===== src/rtl/aes128_package.sv =====
// Shared tower-field types and GF(2^2) normal-basis helpers for the S-box datapath.
package aes128_package;

  typedef logic [1:0] bv2_t;
  typedef logic [3:0] bv4_t;

  localparam bv4_t BV4_ONE  = 4'hF;
  localparam bv4_t BV4_ZERO = 4'h0;

  // GF(2^2) multiply in normal basis {W^2, W}; 2'b11 is the field one.
  function automatic bv2_t bv2_mul(input bv2_t x, input bv2_t y);
    logic e;
    e = (x[1] ^ x[0]) & (y[1] ^ y[0]);
    return {(x[1] & y[1]) ^ e, (x[0] & y[0]) ^ e};
  endfunction

  function automatic bv2_t bv2_scl_n(input bv2_t x);
    return {x[0], x[1] ^ x[0]};
  endfunction

endpackage


===== src/rtl/bv4_mul.sv =====
// GF(2^4) multiplier over GF(2^2) in normal basis; 4'hF is one, 4'h0 is zero.
module bv4_mul
  import aes128_package::*;
(
  input  bv4_t a,
  input  bv4_t b,
  output bv4_t p
);

  bv2_t e_s;

  assign e_s = bv2_scl_n(bv2_mul(a[3:2] ^ a[1:0], b[3:2] ^ b[1:0]));
  assign p   = {bv2_mul(a[3:2], b[3:2]) ^ e_s, bv2_mul(a[1:0], b[1:0]) ^ e_s};

endmodule


===== src/rtl/bv4_mac.sv =====
// Lane-parallel GF(2^4) multiply-accumulate: product register, XOR accumulator and a
// held result register, with valid/ready handshakes upstream and downstream.
module bv4_mac
  import aes128_package::*;
#(
  parameter int NUM_LANES = 4,
  parameter int BEAT_W    = 4
) (
  input  logic                       in_clock,
  input  logic                       in_reset_n,
  input  logic                       in_valid,
  output logic                       out_up_ready,
  input  logic                       in_last,
  input  bv4_t [NUM_LANES-1:0]       in_a,
  input  bv4_t [NUM_LANES-1:0]       in_b,
  output logic                       out_valid,
  input  logic                       in_down_ready,
  output bv4_t [NUM_LANES-1:0]       out_c,
  output logic [BEAT_W-1:0]          out_beats
);

  bv4_t [NUM_LANES-1:0] prod_s;
  bv4_t [NUM_LANES-1:0] prod_r;
  bv4_t [NUM_LANES-1:0] acc_r;
  bv4_t [NUM_LANES-1:0] out_c_r;
  logic [BEAT_W-1:0]    count_r;
  logic [BEAT_W-1:0]    out_beats_r;
  logic                 s1_valid_r;
  logic                 s1_last_r;
  logic                 out_valid_r;
  logic                 accept_s;
  logic                 s1_move_s;
  logic                 last_move_s;
  logic                 up_ready_s;

  function automatic logic [BEAT_W-1:0] sat_inc(input logic [BEAT_W-1:0] v);
    if (v == {BEAT_W{1'b1}}) begin
      return v;
    end else begin
      return v + BEAT_W'(1);
    end
  endfunction

  for (genvar i = 0; i < NUM_LANES; i++) begin : g_lane
    bv4_mul u_mul (
      .a (in_a[i]),
      .b (in_b[i]),
      .p (prod_s[i])
    );
  end

  // Flow control: a last beat may only leave stage 1 when the result register is free or draining.
  always_comb begin
    s1_move_s   = s1_valid_r && (!s1_last_r || !out_valid_r || in_down_ready);
    last_move_s = s1_move_s && s1_last_r;
    up_ready_s  = !s1_valid_r || s1_move_s;
    accept_s    = in_valid && up_ready_s;
  end

  // Stage 1: registered per-lane products and the burst-closing flag.
  always_ff @(posedge in_clock) begin
    if (!in_reset_n) begin
      s1_valid_r <= 1'b0;
      s1_last_r  <= 1'b0;
      prod_r     <= {NUM_LANES{BV4_ZERO}};
    end else if (accept_s) begin
      s1_valid_r <= 1'b1;
      s1_last_r  <= in_last;
      prod_r     <= prod_s;
    end else if (s1_move_s) begin
      s1_valid_r <= 1'b0;
    end
  end

  // Stage 2: fold non-last products into the accumulator; a last move restarts the burst.
  always_ff @(posedge in_clock) begin
    if (!in_reset_n) begin
      acc_r   <= {NUM_LANES{BV4_ZERO}};
      count_r <= {BEAT_W{1'b0}};
    end else if (last_move_s) begin
      acc_r   <= {NUM_LANES{BV4_ZERO}};
      count_r <= {BEAT_W{1'b0}};
    end else if (s1_move_s) begin
      acc_r   <= acc_r ^ prod_r;
      count_r <= sat_inc(count_r);
    end
  end

  // Result register: a reload in the handshake cycle keeps out_valid high.
  always_ff @(posedge in_clock) begin
    if (!in_reset_n) begin
      out_valid_r <= 1'b0;
      out_c_r     <= {NUM_LANES{BV4_ZERO}};
      out_beats_r <= {BEAT_W{1'b0}};
    end else if (last_move_s) begin
      out_valid_r <= 1'b1;
      out_c_r     <= acc_r ^ prod_r;
      out_beats_r <= sat_inc(count_r);
    end else if (out_valid_r && in_down_ready) begin
      out_valid_r <= 1'b0;
    end
  end

  assign out_up_ready = up_ready_s;
  assign out_valid    = out_valid_r;
  assign out_c        = out_c_r;
  assign out_beats    = out_beats_r;

endmodule


===== config.mk =====
export PLATFORM = sky130hd
export DESIGN_NAME = bv4_mac
export DESIGN_NICKNAME = d
export VERILOG_FILES = /design/src/rtl/aes128_package.sv /design/src/rtl/bv4_mul.sv /design/src/rtl/bv4_mac.sv
export SDC_FILE = /design/constraint.sdc
export NUM_CORES = 1
export LEC_CHECK = 0
export CAP_MARGIN = 40
export CORE_MARGIN = 3
export CORE_UTILIZATION = 53
export CTS_CLUSTER_DIAMETER = 80
export CTS_CLUSTER_SIZE = 28
export DETAILED_ROUTE_END_ITERATION = 6
export PLACE_DENSITY = 0.8
export SKIP_LAST_GASP = 1
export SYNTH_ARGS = -nofsm -noshare
export SYNTH_HDL_FRONTEND = slang
export SYNTH_SLANG_ARGS = --single-unit

===== constraint.sdc =====
create_clock -name in_clock -period 1.6 [get_ports in_clock]
set_input_delay 0.32 -clock in_clock [delete_from_list [all_inputs] [get_ports in_clock]]
set_output_delay 0.32 -clock in_clock [all_outputs]
set_load 0.01 [all_outputs]

* Yosys cells after proc, flatten, opt, wreduce, memory -nomap -nowiden
Cells that the tools add are included.
** Cells by class
- Add/subtract/negate cells :: 1
- Multipliers :: 0
- Div/mod/pow operators :: 0
- Magnitude comparators :: 0
- Equal/unequal tests :: 1
- Shifts and indexed selects :: 0
- Multiplexer cells :: 5
- Bitwise logic cells :: 106
- Reductions and logical operators :: 13
** Operators with widths (number)
- bitwise XOR 1 bit :: 52
- bitwise AND 1 bit :: 36
- bitwise XOR 2 bit :: 16
- bitwise XOR 16 bit :: 1
- adder 4 x 1 -> 4 bit, second input constant :: 1
- equality test 4 bit, second input constant :: 1
- logical AND 1 bit :: 4
- 2-to-1 mux 1 bit :: 4
- 2-to-1 mux 4 bit :: 1
- nonzero test 2 bit :: 2
- zero test 1 bit :: 3
- logical OR 1 bit :: 3
- OR reduction 2 bit :: 1
- inverter 1 bit :: 1
** Storage, ports and cells
- Flip-flop bits (word level) :: 59
- Latch bits :: 0
- Bits in writable memories :: 0
- Memory bits (read-only) :: 0
- Bits of input ports :: 37
- Memories :: 0

* Depth between registers and ports, before layout
Gate-level depths: netlist of the first run.
- Depth in word-level cells :: 7
- Depth in mapped cells :: 6
- Mapped depth without buffers :: 5

* Modules after synthesis
From an unflattened synthesis of the first run, not the netlist that was laid out.
** Second synthesis, totals
- Cell total of the unflattened synthesis :: 419
- Area total of the unflattened synthesis :: 3691.0 um^2
** By module, submodules not included
- bv4_mac :: instances 1, cells each 295, area an instance 2640.0 um^2, seq. area each 1181.1 um^2
- bv4_mul :: instances 4, cells each 31, area an instance 262.8 um^2, seq. area each 0.0 um^2

* Worst setup path before layout of the first run
Ideal clock, no wire load.
- Path type :: input port to flip-flop
- Start :: in in_b[12] (netlist name)
- End :: reg prod_r[15] (netlist name)
- Setup time :: 127 ps
- Arrival time :: 1371 ps
- Required time :: 1473 ps
- Path slack :: 102 ps
- Stages :: 5
- Buffers on the path :: 0
- Path through :: xnor2_1 > a21oi_1 > a211oi_2 > nor3_1 > or3_1
** On the way
- Longest elaborated chain between the ends :: 5
- Elaborated cells between the ends (all ways) :: 6
- Classes of those cells :: bitwise (6)
** Ends and longest elaborated chain
- from (decl) :: RTL line bv4_mac.sv:15 : input bv4_t [NUM_LANES-1:0] in_b,
- bitwise XOR 2 bit (*) :: RTL line bv4_mul.sv:12 : assign e_s = bv2_scl_n(bv2_mul(a[3:2] ^ a[1:0], b[3:2] ^ b[1:0]));
- bitwise XOR 1 bit :: RTL line aes128_package.sv:13 : e = (x[1] ^ x[0]) & (y[1] ^ y[0]);
- bitwise AND 1 bit :: RTL line aes128_package.sv:13
- bitwise XOR 1 bit (*) :: RTL line aes128_package.sv:14 : return {(x[1] & y[1]) ^ e, (x[0] & y[0]) ^ e};
- bitwise XOR 2 bit (*) :: RTL line bv4_mul.sv:13 : assign p = {bv2_mul(a[3:2], b[3:2]) ^ e_s, bv2_mul(a[1:0], b[1:0]) ^ e_s};
- to (signal assigned) :: RTL line bv4_mac.sv:65 : prod_r <= {NUM_LANES{BV4_ZERO}};
- to (signal assigned) :: RTL line bv4_mac.sv:69 : prod_r <= prod_s;
- to (decl) :: RTL line bv4_mac.sv:23 : bv4_t [NUM_LANES-1:0] prod_r;
Every way passes the cells marked *; elsewhere a longest branch is shown, timed or not.
A chain may end at the register's enable or synchronous reset.

* Final worst setup path of the first run
- Start :: in in_a[9] (netlist name)
- End :: reg prod_r[8] (netlist name)
** On the way
- Longest elaborated chain between the ends :: 6
- Elaborated cells between the ends (all ways) :: 11
- Classes of those cells :: bitwise (11)
** Ends and longest elaborated chain
- from (decl) :: RTL line bv4_mac.sv:14 : input bv4_t [NUM_LANES-1:0] in_a,
- bitwise XOR 2 bit :: RTL line bv4_mul.sv:12
- bitwise XOR 1 bit :: RTL line aes128_package.sv:13
- bitwise AND 1 bit :: RTL line aes128_package.sv:13
- bitwise XOR 1 bit :: RTL line aes128_package.sv:14
- bitwise XOR 1 bit :: RTL line aes128_package.sv:18 : return {x[0], x[1] ^ x[0]};
- bitwise XOR 2 bit (*) :: RTL line bv4_mul.sv:13
Marks and branches as above.

==> summary.md, run 1 <==
| Metric | Value |
|---|---|
| Status | complete, no violations |
| Synth Area in XOR/XNOR | 21.3% |
| Synth top cells by count | 59 x dfxtp_1, 52 x nand2_1, 43 x xnor2_1, 37 x nor2_1, 35 x xor2_1 |
| Core Region | ~0.006 mm2 |
| Cell with the most instances after synthesis | dfxtp_1 |
| Final GP Congestion | 0.810 |
| Syn Std Cell Area | between 0.003 and 0.004 mm2 |
| Syn nets | 419 |
| Mux cell area share after synthesis | 6.24% |
| Ys async rst share | 0% |
| Initial antenna violation count | 0 |
| Synth Area in Compound Gates | 16.5% |
| Cell Rows | 28 |
| CTS clk-pin slew, worst paths | 0.06 ns |
| Synth Flop Type | dfxtp_1 |
| Setup Skew | ~0.0048 ns |
| Slew Viols, Final | 0 |
| Crit end category | flop |
| Fmax | 632 MHz |
| Largest net degree at the start of global routing | 30 |
| Post-route clock period utilization | 98.9% |
| Simple-Gate Fraction of Synth Area | about 17% |
| Crit path max-delay cell type | clkdlybuf4s50_1 |
| Worst vdd ir | 0.525 mV |
| Final setup viols | 0 |
| Pre-antenna DRT Iters | 4 |
| Buf/Inv on CP | 1 |
| Library cells used by synthesis | 40 |
| Drt via density | approximately 5.3 |
| Post-DP HPWL | 5230 um |
| Vias in the first global route | slightly below 3,000 |
| Max H-tree Level | 3 |
| First-pass GRT wire length | 12,100 um |
| Area share of the leading cell type in the synthesized netlist | a little over a third |
| Post-Synth Adder-Cell Area | 0.380% |
| Fraction of layout cells with a size suffix above 1 | 20.3% |
| Post-Syn Instances | 381 |
| Die Wd | 84.8 um |
| Die H | approximately 85 um |
| Crit-path most repeated cell | xor2_1 |
| P&R area growth vs syn | 39.2% |
| Main combinational cell family by area after synthesis | XOR/XNOR gates |
| Post-synthesis register bit count | between 50 and 60 |
| Number of I/O pins | 59 |
| Worst-path cell chain | clkdlybuf4s50_1 > xor2_1 > nand2_1 > xnor2_2 > xor2_1 > a21oi_1 |
| Min-Delay Path Class | reg -> reg |
| Final hold vios | 0 |
| DIE AREA | 0.00719 mm2 |
| Pwr/cell area | 806 mW/mm2 |
| Largest delay share family, worst path | XOR/XNOR gates |
| Startpoint types | input pin |
| Crit Path Max Fanout | 4 |
| CP required | 1.82 ns |
| Largest area contributor in the netlist | dfxtp_1 |
| First DRT Iteration DRCs | 116 |
| Drt wl/cell | 13.4 um |
| Max transition margin | 80.0% |
| CTS tree | yes |
| TritonCTS Buffers | 9 |
| # port buffers | 58 |
| Leak Pwr | 2.05 nW |
| Number of diodes | 0 |
| Synth warn | 0 |
| Gr ovfl total | 0 |
| Clk sinks | 59 |
| WP data arrival | 1.80 ns |
| Synth top area cells | dfxtp_1 36%, xnor2_1 11%, xor2_1 9.3%, nand2_1 5.9%, o211a_1 5.2% |
| Final cell count without fillers | 558 |
| Initial Util | between 50% and 60% |
| Routed vias | 2,969 |
| Avg Cell Area, Syn | approximately 8.6 um2 |
| Hold_buf cts | 0 |
| Worst Tran Pin Value | 0.299 ns |
| Crit path largest cell delay | about 0.56 ns |
| RSZ-0062 raised after global routing | true |
| Final wirelength | 7470 um |
| Clk buf depth | 2 |
| Final core occ | approximately 77% |
| Final Critical Period | between 1.5 and 2 ns |
| Max-cap violations | 0 |
| Kind of critical path | in -> reg |
| Clock Root Buffer | clkbuf_8 |
| Worst-Skew Late Latency | 0.33 ns |
| Sequential element share of the synthesized area | 35.9% |
| # nets final | around 520 |
| Placed insts | 541 |
| Fill count | between 400 and 500 |
| Drt drc | 0 |
| Antenna Nets Post-Route | 0 |
| Total track usage | a little over 20% |
| Number of enable flip-flop cells after synthesis | 0 |
-- cells by family (layout without fill, tap and decap cells) --
logic type / count (synthesis) / in the layout
xor+xnor: 79 / 79
fa+ha+maj: 1 / 1
simple gates: 123 / 123
flops: 59 / 59
compound gates: 78 / 78
mux: 19 / 19
buf+inv: 22 / 124
-- flip-flops by register name, indices dropped and copies added (netlist names) --
| name | cells |
|---|---|
| out_valid | 1 |
| out_beats | 4 |
| s1_last_r | 1 |
| acc_r | 16 |
| s1_valid_r | 1 |
| prod_r | 16 |
| count_r | 4 |
| out_c | 16 |
-- final timing paths --
check / end / cells after the start / slack, ns / from
worst max-delay path: prod_r[8] / 6 / 0.02 / in_a[9]
worst min-delay path: out_beats[2] / 2 / 0.47 / out_beats[2]
worst max register to register: out_beats[2] / 4 / 0.15 / out_valid
worst min register to register: out_beats[2] / 2 / 0.47 / out_beats[2]
-- worst min-delay path: cells and delay by family, from the launching register on --
| family | cells | cell delay [ns] |
|---|---|---|
| and+or+nand+nor | 1 | 0.05 |
| DFF | 1 | 0.31 |
| AOI/OAI and AO/OA | 1 | 0.06 |
-- layout make-up --
class	count	area, um2	share of cell area, %
clock buffers	12	145	3.17
clock inverters	3	15.0	0.328
inverters	2	7.51	0.164
multi-input cells	300	2150	46.8
flip-flops and latches	59	1180	25.8
well taps	75	93.8	2.05
repair buffers	107	993	21.7
-- cells in the final DEF (no fill, tap or decap), types with 5 or more instances in the layout --
| master | n |
|---|---|
| nand2b_1 | 6 |
| clkdlybuf4s50_1 | 45 |
| clkbuf_8 | 10 |
| xnor2_2 | 10 |
| nor2_1 | 36 |
| a32oi_1 | 6 |
| o211a_1 | 17 |
| mux2_2 | 12 |
| a21oi_1 | 24 |
| xor2_1 | 32 |
| dlymetal6s2s_1 | 5 |
| dfxtp_1 | 59 |
| xnor2_1 | 33 |
| nor2b_1 | 5 |
| mux2i_1 | 7 |
| buf_4 | 45 |
| nand2_1 | 52 |
| dlygate4sd2_1 | 7 |
| o21ai_0 | 15 |
-- power breakdown --
part | total, mW | switching [mW] | internal, mW
clock network | 1.13 | 0.540 | 0.588
logic | 0.925 | 0.421 | 0.505
registers | 1.64 | 0.0774 | 1.56
-- metrics by stage --
stage | TNS, ns | hold slack, ns | power (mW) | instance area [um2] | setup WS [ns]
after CTS | 0 | 0.475 | 3.67 | 4470 | 0.0198
after detailed placement | -9.57 | 0.467 | 2.53 | 4280 | -0.518
after global routing | -0.0853 | 0.490 | 3.87 | 4580 | -0.0413
after floorplan | 0 | 0.428 | 2.18 | 3290 | 0.102
final | 0 | 0.469 | 3.69 | 4580 | 0.0174
after global placement | -8.16 | 0.456 | 2.50 | 4280 | -0.467
-- metal layers --
metal / up-vias / global-route usage, % / share of wire, %
met1: 1400 / 22.8 / 41
met2: 66 / 36.8 / 52
li1: 1489 / - / -
met4: 0 / 9.06 / 2.2
met3: 14 / 5.20 / 4.1
met5: - / 0 / 0
-- what timing repair did --
action / CTS / global route
resized for setup: 12 / 21
hold endpoints to repair: 0 / 0
setup endpoints to repair: 4 / 16
pin swaps: 3 / 3
setup buffers: 2 / 0
(Power assumes the default switching activity.)
==> run 2: changes to the inputs <==
--- a/config.mk
+++ b/config.mk
@@ -5,6 +5,7 @@
 export SDC_FILE = /design/constraint.sdc
 export NUM_CORES = 1
 export LEC_CHECK = 0
+export ABC_CLOCK_PERIOD_IN_PS = 1600
 export CAP_MARGIN = 40
 export CORE_MARGIN = 3
 export CORE_UTILIZATION = 53
==> results of run 2 <==
No change in the layout: final DEF, timing and power equal those of run 1.
==> run 3: changes to the inputs <==
--- a/config.mk
+++ b/config.mk
@@ -7,7 +7,6 @@
 export LEC_CHECK = 0
 export ABC_CLOCK_PERIOD_IN_PS = 1600
 export CAP_MARGIN = 40
-export CORE_MARGIN = 3
 export CORE_UTILIZATION = 53
 export CTS_CLUSTER_DIAMETER = 80
 export CTS_CLUSTER_SIZE = 28
==> summary.md, run 3 (same netlist as run 1, synthesis figures left out) <==
| Metric | Value |
|---|---|
| Die H | 80.8 um (-4.7%) |
| Total track usage | 23.7% (+3.1 points) |
| First-pass GRT wire length | 12,000 um (-0.86%) |
| Min-Delay Path Class | reg -> reg |
| Antenna Nets Post-Route | 0 (unchanged) |
| Slew Viols, Final | 0 (unchanged) |
| Vias in the first global route | 2,796 (-3.4%) |
| Max H-tree Level | 3 (unchanged) |
| Setup Skew | 0.00909 ns (+0.00427 ns) |
| Crit Path Max Fanout | 3 (-1) |
| Fraction of layout cells with a size suffix above 1 | 19.3% (-1.0 points) |
| RSZ-0062 raised after global routing | true |
| Drt drc | 0 (unchanged) |
| Final wirelength | 7380 um (-1.2%) |
| Final Critical Period | 1.58 ns (-0.00527 ns) |
| Reg2reg start | s1_last_r |
| Max-cap violations | 0 (unchanged) |
| WP data arrival | 1.26 ns (-0.54 ns) |
| Clk buf depth | 2 (unchanged) |
| Startpoint types | input pin |
| Final setup viols | 0 (unchanged) |
| Number of diodes | 0 (unchanged) |
| Pre-antenna DRT Iters | 4 (unchanged) |
| Pwr/cell area | 826 mW/mm2 (+2.6%) |
| CTS clk-pin slew, worst paths | 0.06 ns (about the same) |
| Final GP Congestion | 0.778 (-3.9%) |
| DIE AREA | 0.00653 mm2 (-9.2%) |
| Worst-Skew Late Latency | 0.34 ns (about the same) |
| Fmax | 634 MHz (+0.33%) |
| Hold_buf cts | 0 (unchanged) |
| Hold path cells | 2 (unchanged) |
| Initial antenna violation count | 0 (unchanged) |
| Number of I/O pins | 59 (unchanged) |
| CTS tree | yes |
| Most common cell after layout, fill and taps aside | dfxtp_1 |
| Crit path launch | in_down_ready |
| Most frequent cells in the layout | 59 x dfxtp_1, 52 x nand2_1, 45 x buf_4 |
| CP required | 1.28 ns (-0.54 ns) |
| Gr ovfl total | 0 (unchanged) |
| TritonCTS Buffers | 9 (unchanged) |
| Max transition margin | 78.3% (-1.7 points) |
| Kind of critical path | in -> out |
| Final hold vios | 0 (unchanged) |
| Crit end category | output port |
| # port buffers | 58 (unchanged) |
| Cell Rows | 28 (unchanged) |
| PnR worst setup slack | 0.0227 ns (+0.00527 ns) |
| Clock Root Buffer | clkbuf_8 |
| Largest net degree at the start of global routing | 32 (+6.7%) |
| Post-route clock period utilization | 98.6% (-0.33 points) |
| Fin Setup TNS | 0 ns (unchanged) |
| P&R area growth vs syn | 37.9% |
| Worst vdd ir | 0.638 mV (+21%) |
| Core Region | 0.00596 mm2 (unchanged) |
| R2R Setup Slk | 0.12 ns (-0.03 ns) |
| Pre-CTS WS | -0.536 ns (-0.0182 ns) |
| Status | complete, no violations |
| Routed vias | 2,941 (-0.94%) |
| Worst Hold Launch | out_beats[2] |
| Post-DP HPWL | 5170 um (-1.2%) |
| Initial Util | 55.3% (unchanged) |
| Reg2Reg Depth | 5 (+1) |
| Drt via density | 5.28 (-0.77%) |
| Die Wd | 80.8 um (-4.7%) |
| # nets final | 515 (-0.39%) |
| Worst Tran Pin Value | 0.323 ns (+0.0238 ns) |
| Leak Pwr | 2.05 nW (-0.12%) |
| Drt wl/cell | 13.3 um (-1.0%) |
| Fill count | 450 (+5.1%) |
| Clk sinks | 59 (unchanged) |
| First DRT Iteration DRCs | 78 (-33%) |
run 3: metrics by stage:
stage	total power [mW]	cell area [um2]	utilization, %	hold slack [ns]	std cells
6_report	3.75	4540	76.2	0.466	557
4_1_cts	3.74	4460	74.9	0.467	557
2_1_floorplan	2.18	3290	-	0.428	381
3_3_place_gp	2.49	4230	71.1	0.453	538
3_5_place_dp	2.52	4230	71.1	0.458	538
5_1_grt	3.93	4540	76.2	0.491	557
run 3: final cells by class:
| cell class | instances | area, um2 | area share [%] |
|---|---|---|---|
| Clock buffer | 12 | 155 | 3.42 |
| Clock inverter | 4 | 25.0 | 0.551 |
| Inverter | 2 | 7.51 | 0.165 |
| Multi-Input combinational cell | 300 | 2120 | 46.6 |
| Sequential cell | 59 | 1180 | 26.0 |
| Tap cell | 75 | 93.8 | 2.07 |
| Timing Repair Buffer | 105 | 961 | 21.2 |
run 3: timing repair:
item,in CTS,in global routing
resized for setup,14,17
endpoints found under the setup margin,6,16
buffers inserted,3,0
pin swaps,5,2
run 3: path summary, 6_finish.rpt:
path | end
max | out_up_ready
min | out_beats[2]
max reg2reg | prod_r[15]
min reg2reg | out_beats[2]
run 3: metal layers:
metal,vias to the layer above,global-route usage (%),wire length (um),share of wire [%]
met5,-,0,0,0
met4,0,9.11,102,1.4
met3,12,5.51,217,2.9
met2,47,43.7,3900,53
met1,1395,26.1,3170,43
li1,1487,-,-,-
run 3: critical path, cell delays in order:
cell	delay (ns)
clkdlybuf4s50_1	0.41
nand4b_1	0.21
dlygate4sd2_1	0.31
run 3: power by group:
part	switching (mW)	total [mW]	internal, mW
Sequential	0.0823	1.64	1.56
Combinational	0.412	0.899	0.487
Clock	0.569	1.21	0.640
